<file path="src/rtl/uart_pkg.sv">
// uart_pkg: shared UART receiver types, frame-format encodings and helper functions.
package uart_pkg;
    typedef enum logic [2:0] {S_IDLE, S_START, S_DATA, S_PARITY, S_STOP, S_BREAK} rx_state_e;
    localparam logic PAR_EVEN = 1'b0;
    localparam logic PAR_ODD  = 1'b1;
    localparam logic STOP_1   = 1'b0;
    localparam logic STOP_2   = 1'b1;
    function automatic int clog2w(input int n);
        int w;
        w = 0;
        while ((1 << w) < n) w++;
        return (w == 0) ? 1 : w;
    endfunction
    function automatic logic maj3(input logic a, input logic b, input logic c);
        return (a & b) | (a & c) | (b & c);
    endfunction
endpackage

</file>
<file path="src/rtl/uart_rx_cfg_if.sv">
// uart_rx_cfg_if: received-word valid/ready stream with error and event flags.
interface uart_rx_cfg_if #(parameter int MAX_DATAWIDTH = 8);
    logic [MAX_DATAWIDTH-1:0] rx_data;
    logic rx_valid;
    logic rx_ready;
    logic parity_error;
    logic framing_error;
    logic overrun_error;
    logic break_detect;
    modport master(output rx_data, rx_valid, parity_error, framing_error, overrun_error, break_detect,
                   input rx_ready);
    modport slave(input rx_data, rx_valid, parity_error, framing_error, overrun_error, break_detect,
                  output rx_ready);
endinterface

</file>
<file path="src/rtl/uart_os_tick.sv">
// uart_os_tick: oversampling tick, one pulse every div+1 clock cycles.
module uart_os_tick #(
    parameter int DIV_WIDTH = 12
) (
    input  logic                 clk,
    input  logic                 rst,
    input  logic [DIV_WIDTH-1:0] div,
    output logic                 tick
);
    logic [DIV_WIDTH-1:0] cnt_q, cnt_d;
    // >= lets a shrinking divisor take effect at once instead of waiting for wrap-around
    always_comb begin
        tick  = cnt_q >= div;
        cnt_d = tick ? '0 : cnt_q + 1'b1;
    end
    always_ff @(posedge clk) begin
        if (rst) cnt_q <= '0;
        else     cnt_q <= cnt_d;
    end
endmodule

</file>
<file path="src/rtl/uart_rx_cfg.sv">
// uart_rx_cfg: UART receiver with runtime frame format, majority-of-3 sampling,
// valid/ready output register and parity/framing/overrun/break reporting.
module uart_rx_cfg import uart_pkg::*; #(
    parameter int MAX_DATAWIDTH = 8,
    parameter int OVERSAMPLING  = 16,
    parameter int DIV_WIDTH     = 12,
    localparam int DBW = clog2w(MAX_DATAWIDTH + 1)
) (
    input  logic                 clk,
    input  logic                 rst,
    input  logic [DIV_WIDTH-1:0] div,
    input  logic [DBW-1:0]       data_bits,
    input  logic                 parity_enable,
    input  logic                 parity_type,
    input  logic                 stop_bits,
    input  logic                 rx,
    uart_rx_cfg_if.master        rxo,
    output logic                 busy
);
    localparam int SCW = clog2w(OVERSAMPLING);
    localparam logic [SCW-1:0] SC_LAST = SCW'(OVERSAMPLING - 1);
    localparam logic [SCW-1:0] SC_M    = SCW'(OVERSAMPLING / 2);
    localparam logic [SCW-1:0] SC_LO   = SC_M - 1'b1;
    localparam logic [SCW-1:0] SC_HI   = SC_M + 1'b1;
    localparam logic [DBW-1:0] NB_MIN  = DBW'(5);
    localparam logic [DBW-1:0] NB_MAX  = DBW'(MAX_DATAWIDTH);

    logic tick;
    uart_os_tick #(.DIV_WIDTH(DIV_WIDTH)) u_tick (.clk(clk), .rst(rst), .div(div), .tick(tick));

    rx_state_e              state_q, state_d;
    logic [1:0]             sync_q, sync_d;
    logic [SCW-1:0]         sc_q, sc_d;
    logic [DBW-1:0]         bit_cnt_q, bit_cnt_d, nbits_q, nbits_d;
    logic [1:0]             samp_q, samp_d;
    logic [MAX_DATAWIDTH-1:0] shift_q, shift_d, data_q, data_d;
    logic stop_cnt_q, stop_cnt_d, par_q, par_d, zero_q, zero_d, perr_q, perr_d, ferr_q, ferr_d;
    logic par_en_q, par_en_d, par_type_q, par_type_d, stop2_q, stop2_d;
    logic valid_q, valid_d, perr_o_q, perr_o_d, ferr_o_q, ferr_o_d, ovr_q, ovr_d, brk_q, brk_d;
    logic rx_sync, vote, dec, wrap, ferr_fin, zero_fin, final_stop, done, load;

    always_comb begin
        sync_d     = {sync_q[0], rx};
        rx_sync    = sync_q[1];
        vote       = maj3(samp_q[1], samp_q[0], rx_sync);
        dec        = tick && sc_q == SC_HI;
        wrap       = tick && sc_q == SC_LAST;
        ferr_fin   = ferr_q | ~vote;
        // break pattern covers only the first stop bit, whose vote is folded in here
        zero_fin   = zero_q & (stop_cnt_q | ~vote);
        final_stop = state_q == S_STOP && dec && stop_cnt_q == (stop2_q == STOP_2);
        done       = final_stop && !zero_fin;
        load       = done && (!valid_q || rxo.rx_ready);
    end

    always_comb begin
        state_d    = state_q;
        sc_d       = sc_q;
        bit_cnt_d  = bit_cnt_q;
        stop_cnt_d = stop_cnt_q;
        samp_d     = samp_q;
        shift_d    = shift_q;
        par_d      = par_q;
        zero_d     = zero_q;
        perr_d     = perr_q;
        ferr_d     = ferr_q;
        nbits_d    = nbits_q;
        par_en_d   = par_en_q;
        par_type_d = par_type_q;
        stop2_d    = stop2_q;
        if (tick && state_q != S_IDLE && state_q != S_BREAK) begin
            sc_d = (sc_q == SC_LAST) ? '0 : sc_q + 1'b1;
            if (sc_q == SC_LO) samp_d[1] = rx_sync;
            if (sc_q == SC_M)  samp_d[0] = rx_sync;
        end
        case (state_q)
            S_IDLE: if (tick && !rx_sync) begin
                state_d    = S_START;
                sc_d       = SCW'(1);
                bit_cnt_d  = '0;
                stop_cnt_d = 1'b0;
                shift_d    = '0;
                par_d      = 1'b0;
                zero_d     = 1'b1;
                perr_d     = 1'b0;
                ferr_d     = 1'b0;
                nbits_d    = (data_bits < NB_MIN) ? NB_MIN : (data_bits > NB_MAX) ? NB_MAX : data_bits;
                par_en_d   = parity_enable;
                par_type_d = parity_type;
                stop2_d    = stop_bits;
            end
            S_START: begin
                if (dec && vote) state_d = S_IDLE;
                else if (wrap)   state_d = S_DATA;
            end
            S_DATA: begin
                if (dec) begin
                    shift_d = shift_q | (MAX_DATAWIDTH'(vote) << bit_cnt_q);
                    par_d   = par_q ^ vote;
                    zero_d  = zero_q & ~vote;
                end
                if (wrap) begin
                    if (bit_cnt_q == nbits_q - 1'b1) state_d = par_en_q ? S_PARITY : S_STOP;
                    else                             bit_cnt_d = bit_cnt_q + 1'b1;
                end
            end
            S_PARITY: begin
                if (dec) begin
                    perr_d = par_q ^ vote ^ (par_type_q == PAR_ODD);
                    zero_d = zero_q & ~vote;
                end
                if (wrap) state_d = S_STOP;
            end
            S_STOP: begin
                if (dec) begin
                    ferr_d = ferr_fin;
                    zero_d = zero_fin;
                    if (final_stop) state_d = zero_fin ? S_BREAK : S_IDLE;
                end else if (wrap) begin
                    stop_cnt_d = 1'b1;
                end
            end
            S_BREAK: if (rx_sync) state_d = S_IDLE;
            default: state_d = S_IDLE;
        endcase
    end

    always_comb begin
        valid_d  = load | (valid_q & ~rxo.rx_ready);
        data_d   = load ? shift_q : data_q;
        perr_o_d = load ? perr_q : perr_o_q;
        ferr_o_d = load ? ferr_fin : ferr_o_q;
        ovr_d    = done & valid_q & ~rxo.rx_ready;
        brk_d    = final_stop & zero_fin;
    end

    always_ff @(posedge clk) begin
        if (rst) begin
            state_q    <= S_IDLE;
            sync_q     <= 2'b11;
            sc_q       <= '0;
            bit_cnt_q  <= '0;
            stop_cnt_q <= 1'b0;
            samp_q     <= 2'b11;
            shift_q    <= '0;
            par_q      <= 1'b0;
            zero_q     <= 1'b0;
            perr_q     <= 1'b0;
            ferr_q     <= 1'b0;
            nbits_q    <= NB_MAX;
            par_en_q   <= 1'b0;
            par_type_q <= 1'b0;
            stop2_q    <= 1'b0;
            valid_q    <= 1'b0;
            data_q     <= '0;
            perr_o_q   <= 1'b0;
            ferr_o_q   <= 1'b0;
            ovr_q      <= 1'b0;
            brk_q      <= 1'b0;
        end else begin
            state_q    <= state_d;
            sync_q     <= sync_d;
            sc_q       <= sc_d;
            bit_cnt_q  <= bit_cnt_d;
            stop_cnt_q <= stop_cnt_d;
            samp_q     <= samp_d;
            shift_q    <= shift_d;
            par_q      <= par_d;
            zero_q     <= zero_d;
            perr_q     <= perr_d;
            ferr_q     <= ferr_d;
            nbits_q    <= nbits_d;
            par_en_q   <= par_en_d;
            par_type_q <= par_type_d;
            stop2_q    <= stop2_d;
            valid_q    <= valid_d;
            data_q     <= data_d;
            perr_o_q   <= perr_o_d;
            ferr_o_q   <= ferr_o_d;
            ovr_q      <= ovr_d;
            brk_q      <= brk_d;
        end
    end

    assign rxo.rx_data       = data_q;
    assign rxo.rx_valid      = valid_q;
    assign rxo.parity_error  = perr_o_q;
    assign rxo.framing_error = ferr_o_q;
    assign rxo.overrun_error = ovr_q;
    assign rxo.break_detect  = brk_q;
    assign busy              = state_q != S_IDLE;
endmodule

</file>
<file path="src/flat_wrapper.sv">
// flat-port wrapper written by rule: the top's interface ports become plain ports
module uart_rx_cfg_flat import uart_pkg::*;
#(
    parameter int MAX_DATAWIDTH = 8,
    parameter int OVERSAMPLING  = 16,
    parameter int DIV_WIDTH     = 12,
    localparam int DBW = clog2w(MAX_DATAWIDTH + 1)
)
  (clk, rst, div, data_bits, parity_enable, parity_type, stop_bits, rx, busy, rxo_rx_data, rxo_rx_valid, rxo_parity_error, rxo_framing_error, rxo_overrun_error, rxo_break_detect, rxo_rx_ready);
  uart_rx_cfg_if #(.MAX_DATAWIDTH(MAX_DATAWIDTH)) rxo_i ();
  input  logic clk;
  input  logic rst;
  input  logic [DIV_WIDTH-1:0] div;
  input  logic [DBW-1:0] data_bits;
  input  logic parity_enable;
  input  logic parity_type;
  input  logic stop_bits;
  input  logic rx;
  output logic busy;
  output wire logic [$bits(rxo_i.rx_data)-1:0] rxo_rx_data;
  output wire logic [$bits(rxo_i.rx_valid)-1:0] rxo_rx_valid;
  output wire logic [$bits(rxo_i.parity_error)-1:0] rxo_parity_error;
  output wire logic [$bits(rxo_i.framing_error)-1:0] rxo_framing_error;
  output wire logic [$bits(rxo_i.overrun_error)-1:0] rxo_overrun_error;
  output wire logic [$bits(rxo_i.break_detect)-1:0] rxo_break_detect;
  input wire logic [$bits(rxo_i.rx_ready)-1:0] rxo_rx_ready;
  assign rxo_rx_data = rxo_i.rx_data;
  assign rxo_rx_valid = rxo_i.rx_valid;
  assign rxo_parity_error = rxo_i.parity_error;
  assign rxo_framing_error = rxo_i.framing_error;
  assign rxo_overrun_error = rxo_i.overrun_error;
  assign rxo_break_detect = rxo_i.break_detect;
  assign rxo_i.rx_ready = rxo_rx_ready;
  uart_rx_cfg #(.MAX_DATAWIDTH(MAX_DATAWIDTH), .OVERSAMPLING(OVERSAMPLING), .DIV_WIDTH(DIV_WIDTH)) u_core (.clk(clk), .rst(rst), .div(div), .data_bits(data_bits), .parity_enable(parity_enable), .parity_type(parity_type), .stop_bits(stop_bits), .rx(rx), .rxo(rxo_i), .busy(busy));
endmodule
</file>
<file path="config.mk">
export PLATFORM = sky130hd
export DESIGN_NAME = uart_rx_cfg_flat
export DESIGN_NICKNAME = d
export VERILOG_FILES = /design/src/rtl/uart_pkg.sv /design/src/rtl/uart_rx_cfg_if.sv /design/src/rtl/uart_os_tick.sv /design/src/rtl/uart_rx_cfg.sv /design/src/flat_wrapper.sv
export SDC_FILE = /design/constraint.sdc
export NUM_CORES = 1
export LEC_CHECK = 0
export ABC_AREA = 1
export BUFFER_PORTS_ARGS = -buffer_cell sky130_fd_sc_hd__buf_4
export CAP_MARGIN = 20
export CORE_ASPECT_RATIO = 1.75
export CORE_MARGIN = 2
export CORE_UTILIZATION = 58
export DETAILED_ROUTE_END_ITERATION = 8
export GPL_ROUTABILITY_DRIVEN = 0
export HOLD_SLACK_MARGIN = 0.08
export PLACE_DENSITY = 0.82
export SLEW_MARGIN = 20
export SYNTH_ARGS = -nofsm -noshare
export SYNTH_HDL_FRONTEND = slang
export SYNTH_SLANG_ARGS = --single-unit
</file>
<file path="constraint.sdc">
create_clock -name clk -period 2.75 [get_ports clk]
set_input_delay 0.1375 -clock clk [delete_from_list [all_inputs] [get_ports clk]]
set_output_delay 0.1375 -clock clk [all_outputs]
set_load 0.05 [all_outputs]
</file>
**Word-level counts from Yosys, hierarchy flattened**

Index checks and enable logic that the tools add are counted.

- Register bits: 60
- Input port bits: 23
- Output and inout port bits: 14
- Word-level logic and storage cells: 147

- $add $sub $neg: 4
- Magnitude comparators: 3
- Eq/ne operators: 26
- Shift operators: 1
- Mux-type cells: 39
- Bitwise logic cells: 19
- Reductions and logical operators: 32

Operators by type and width:

| cell | number |
|---|---|
| 2-to-1 mux 4 bit | 9 |
| 2-to-1 mux 3 bit | 11 |
| inequality test 2 x 1 -> 1 bit (second input constant) | 11 |
| one-hot mux 3 bit (6 select lines) | 1 |
| 2-to-1 mux 8 bit | 2 |
| one-hot mux 8 bit (2 select lines) | 1 |
| adder 12 x 1 -> 12 bit (second input constant) | 1 |
| == test 4 bit (second input constant) | 3 |
| greater-or-equal comparator 12 bit | 1 |
| AND reduction 4 bit | 3 |
| logical AND 1 bit | 10 |
| bitwise AND 1 bit | 9 |
| 2-to-1 mux 1 bit | 9 |
| AND reduction 3 bit | 3 |
| adder 4 x 1 -> 4 bit (second input constant) | 2 |
| OR 8 bit | 1 |
| one-hot mux 1 bit (2 select lines) | 4 |
| one-hot mux 4 bit (2 select lines) | 1 |
| AND reduction 8 bit | 1 |
| left shift 1 x 4 -> 8 bit | 1 |
| == test 3 x 2 -> 1 bit (second input constant) | 2 |
| == test 3 bit (second input constant) | 2 |
| AND reduction 2 bit | 3 |
| nonzero test 2 bit | 3 |
| 19 further kinds | 30 |

**Depth between registers and ports, before layout**

- Word-level depth: 10
- Gate-level depth with buffers: 17
- Mapped depth without buffers: 17

**By module**

Synthesis repeated with hierarchy kept, for this count alone.

- Cells, all modules: 464
- Area total of the unflattened synthesis: 3293.2 um2

Modules (own cells, without submodules):

| module | times used | cells an instance | area an instance (um2) | sequential area each (um2) |
|---|---|---|---|---|
| uart_rx_cfg | 1 | 334 | 2398.6 | 960.9 |
| uart_os_tick | 1 | 130 | 894.6 | 240.2 |

**Least setup slack after synthesis**

Ideal clock, no wire load.

- Path type: flip-flop to flip-flop
- Start point: register u_core.u_tick.cnt_q[11]
- End point: register u_core.perr_o_q, in the netlist u_core.rxo.parity_error
- Library setup time: 0.070 ns
- Data arrival time: 1.784 ns
- Data required time: 2.680 ns
- Setup slack: 0.896 ns
- Cell stages (with the launch flop): 13
- Buffers on the path: 1
- Clock period less this slack: 1.854 ns
- Cells stage by stage: dfxtp_1 -> ha_1 -> nand2_1 -> nor2_2 -> nand2_2 -> nor2_2 -> nand2_2 -> a21boi_4 -> nand2_4 -> nor3_4 -> buf_6 -> nand3_1 -> a21oi_1

- Word-level cells in the longest chain between the ends: 6

RTL lines:

| item | RTL line | source |
|---|---|---|
| from (decl) | uart_os_tick.sv:10 | `logic [DIV_WIDTH-1:0] cnt_q, cnt_d;` |
| from (signal assigned) | uart_os_tick.sv:18 | `else cnt_q <= cnt_d;` |
| greater-or-equal comparator 12 bit | uart_os_tick.sv:13 | `tick = cnt_q >= div;` |
| logical AND 1 bit | uart_rx_cfg.sv:46 | `dec = tick && sc_q == SC_HI;` |
| logical AND 1 bit (2 in series) | uart_rx_cfg.sv:51 | `final_stop = state_q == S_STOP && dec && stop_cnt_q == (stop2_q == STOP_2);` |
| logical AND 1 bit | uart_rx_cfg.sv:52 | `done = final_stop && !zero_fin;` |
| logical AND 1 bit | uart_rx_cfg.sv:53 | `load = done && (!valid_q \|\| rxo.rx_ready);` |
| to (signal assigned) | uart_rx_cfg.sv:178 | `perr_o_q <= perr_o_d;` |
| to (decl) | uart_rx_cfg.sv:39 | `logic valid_q, valid_d, perr_o_q, perr_o_d, ferr_o_q, ferr_o_d, ovr_q, ovr_d, brk_q, brk_d;` |

Every way passes these cells.
A chain may end at the register's enable or synchronous reset.

**Final worst setup path**

Same ends and word-level chain as after synthesis.

==> results.toml <==
[outcome]
run_status = "complete, no violations"

[detailed_routing]
first_pass_iters = 5
routed_via_density = 5.39
remaining_routing_drc_violations = 0
first_iter_violations = 121
postRouteWirelength_mm = 6.68
detailroute.via_count = 2918
post_drt_wl_per_cell_um = 12.4
drt.antenna.violating_nets = 0

[cts]
cts_inserted_buffers = 9
cts_repair_resize_count = 0
library_cell_used_as_clock_root_buffer = "sky130_fd_sc_hd__clkbuf_8"
max-clock-path-buffers = 2
htree_num_levels = 3
cts_setup_buffers = 0
cts-hold-fix-buffers = 7
numClockSinks = 60
clkTransAtPathRegs_ns = 0.07
clock_insertion_delay_worst_skew_ns = 0.35
tritoncts = "built"

[setup_path]
crit_path_cell_trace = "ha_1, nand2_1, nor2_2, nand2_2, nor2_2, nand2_2, a21boi_4, nand2_4, nor3_4, nand2_2, nand2_1, a21oi_1"
cp_data_required_time_ns = 2.98
worst-path-max-fanout = 13
type_of_the_worst_setup_path = "flop to flop"
critical_path_depth = 12
worst_r2r_path_depth = 12
cpMostUsedCell = "sky130_fd_sc_hd__nand2_2"
crit_buf_inv = 0
worst-endpoint-arrival_ns = 2.54
nature_of_the_critical_path_startpoint = "flop"
top_family_by_delay_on_critical_path = "simple AND/OR/NAND/NOR gates"
max_stage_delay_ns = 0.38
setup.worst_path.end_class = "flop"
timing.critical_path.slowest_stage_cell = "sky130_fd_sc_hd__nor3_4"

[finish]
syn_to_final_growth_pct = 19.3
final_net_count = 522
ant_diodes = 0
drive_above_1_share_pct = 15.4

[logic_synthesis]
synth-edff-count = 0
netlist-cell-type-count = 33
async_reset_ff_share_pct = 0
synthCells = 434
synthTopCellsByCount = "sky130_fd_sc_hd__nand2_1, sky130_fd_sc_hd__dfxtp_1, sky130_fd_sc_hd__inv_1"
yosys.cell_count.top_type = "sky130_fd_sc_hd__nand2_1"
synth_area_um2 = 3090
share_of_the_synthesized_area_in_the_top_cell_type_pct = 38.9
postSynth.topFlopCell = "sky130_fd_sc_hd__dfxtp_1"
postSynthNetCount = 475
synth.top_cells.by_area = "sky130_fd_sc_hd__dfxtp_1, sky130_fd_sc_hd__nand2_1, sky130_fd_sc_hd__ha_1, sky130_fd_sc_hd__inv_1, sky130_fd_sc_hd__nor2_1"
synth_area_per_cell_um2 = 7.12
sequential_area_share_after_synthesis_pct = 38.9
postSynthRegisterBits = 60
synthDominantAreaCellType = "sky130_fd_sc_hd__dfxtp_1"
ys.warnings.count = 0

[global_route]
grt_use_met3_pct = 5.52
antenna_violations_before_repair = 0
global_route.peak_usage_layer = "met2"
grt_max_degree = 18
grt.total_usage_pct = 25.7
fraction_of_met2_tracks_used_by_global_routing_pct = 49.0
first_global_vias = 2908
overflow = 0
grt_first_pass_wirelength_mm = 11.7
grt_util_met1_pct = 24.7

[floorplanning]
ioPinCount = 37
dieArea_um2 = 5950
coreArea_um2 = 5210
initial_utilization_pct = 59.3
row_count = 35
chipWidth_um = 59.2
die_height_um = 101

[hold_path]
hp-class = "input port to flop"
whs_path_depth = 3

[run]
timing.max_cap.violations = 0

[timing]
finish_stage_setup_viols = 0
finalCritPeriodShare_pct = 84.1
worst_slack_ns = 0.438
finalCriticalPeriod_ns = 2.31
worst_slew_pin_slew_ns = 0.506
timing.setup.tns_ns = 0
maxSlewHeadroom_pct = 66.2
skew_ns = 0.00789
timing_hold_violations_final = 0
unrepaired_setup_endpoints_after_global_routing = "no"
timing.final.max_slew_violations = 0
fmaxAchievable_mhz = 432

[placement]
buffer_ports.inserted = 36
placement.setup.worst_slack_ns = 0.435
detailedPlacementHpwl_mm = 4.97

[pwr]
leakage_nw = 1.68
ir_drop_v = 0.000465
power-per-cell-area_nw_per_um2 = 607
==> worst paths after layout <==
kind	startpoint	to	slack (ns)
setup / recovery	u_core.u_tick.cnt_q[11]$_SDFF_PP0_	u_core.rxo.parity_error$_SDFFE_PP0P_	0.44
hold / removal	data_bits[1]	u_core.nbits_q[1]$_SDFFE_PP0P_	0.08
setup reg to reg	u_core.u_tick.cnt_q[11]$_SDFF_PP0_	u_core.rxo.parity_error$_SDFFE_PP0P_	0.44
hold reg to reg	u_core.sync_q[0]$_SDFF_PP1_	u_core.sync_q[1]$_SDFF_PP1_	0.41
==> cell families after synthesis <==
group / count (synthesis) / synth area share, %
DFF: 60 / 38.9
adders and majority gates: 18 / 7.29
buffers and inverters: 69 / 8.87
and+or+nand+nor: 212 / 30.6
AOI/OAI and AO/OA: 66 / 11.8
xor gates and xnor gates: 9 / 2.55
==> layer usage <==
layer	part of all wire, %	up-vias
met5	0	-
met4	2.5	0
met3	4.1	18
met2	56	68
met1	37	1344
li1	-	1488
==> where the power goes <==
group          switching, mW  total (mW)  internal, mW
registers             0.0411       0.948         0.907
clock network          0.363       0.877         0.513
logic                  0.267       0.411         0.144
==> layout make-up <==
| type | count | area (µm²) |
|---|---|---|
| clock buffers | 9 | 124 |
| flip-flops and latches | 60 | 1200 |
| fillers | 442 | 1530 |
| repair buffers | 44 | 348 |
| inverters | 61 | 229 |
| multi-input cells | 305 | 1610 |
| clock inverters | 7 | 101 |
| well taps | 55 | 68.8 |
==> metrics by stage <==
stage          instances  hold slack, ns  utilization (%)  power, mW  cell area, µm²
3_3_place_gp         518           0.326             65.0       1.36            3390
6_report             541          0.0822             70.7       2.24            3680
2_1_floorplan        434           0.241                -       1.26            3090
5_1_grt              541          0.0927             70.7       2.35            3680
3_5_place_dp         518           0.326             65.0       1.37            3390
4_1_cts              541          0.0830             70.7       2.25            3680
==> registers in the layout (all words and copies together), names as in the netlist, 2 cells and up <==
register,cells
u_core.sync_q,2
u_core.nbits_q,4
u_core.state_q,3
u_core.u_tick.cnt_q,12
u_core.sc_q,4
u_core.shift_q,8
u_core.rxo.rx_data,8
u_core.samp_q,2
u_core.bit_cnt_q,4
==> cell usage in the layout (no fill, tap or decap), types with 3 or more instances in the layout <==
master and count:
sky130_fd_sc_hd__a21oi_1 38, sky130_fd_sc_hd__buf_4 37, sky130_fd_sc_hd__clkbuf_8 9, sky130_fd_sc_hd__clkinv_4 3, sky130_fd_sc_hd__dfxtp_1 60, sky130_fd_sc_hd__dlygate4sd3_1 7
sky130_fd_sc_hd__ha_1 18, sky130_fd_sc_hd__inv_1 60, sky130_fd_sc_hd__nand2_1 84, sky130_fd_sc_hd__nand2_2 4, sky130_fd_sc_hd__nand3_1 37, sky130_fd_sc_hd__nand4_1 4
sky130_fd_sc_hd__nor2_1 56, sky130_fd_sc_hd__nor2_2 7, sky130_fd_sc_hd__nor3_1 8, sky130_fd_sc_hd__o21ai_0 20, sky130_fd_sc_hd__or2_2 5, sky130_fd_sc_hd__xnor2_1 4
sky130_fd_sc_hd__xor2_1 5
==> worst register-to-register path: cells and delay by family, from the launching register on <==
kind,cells,cell delay (ns)
AO/OA/AOI/OAI,2,0.28
adder cells (fa/ha/maj),1,0.29
AND/OR/NAND/NOR,9,1.31
flip-flops,1,0.33
(Power assumes the default switching activity.)
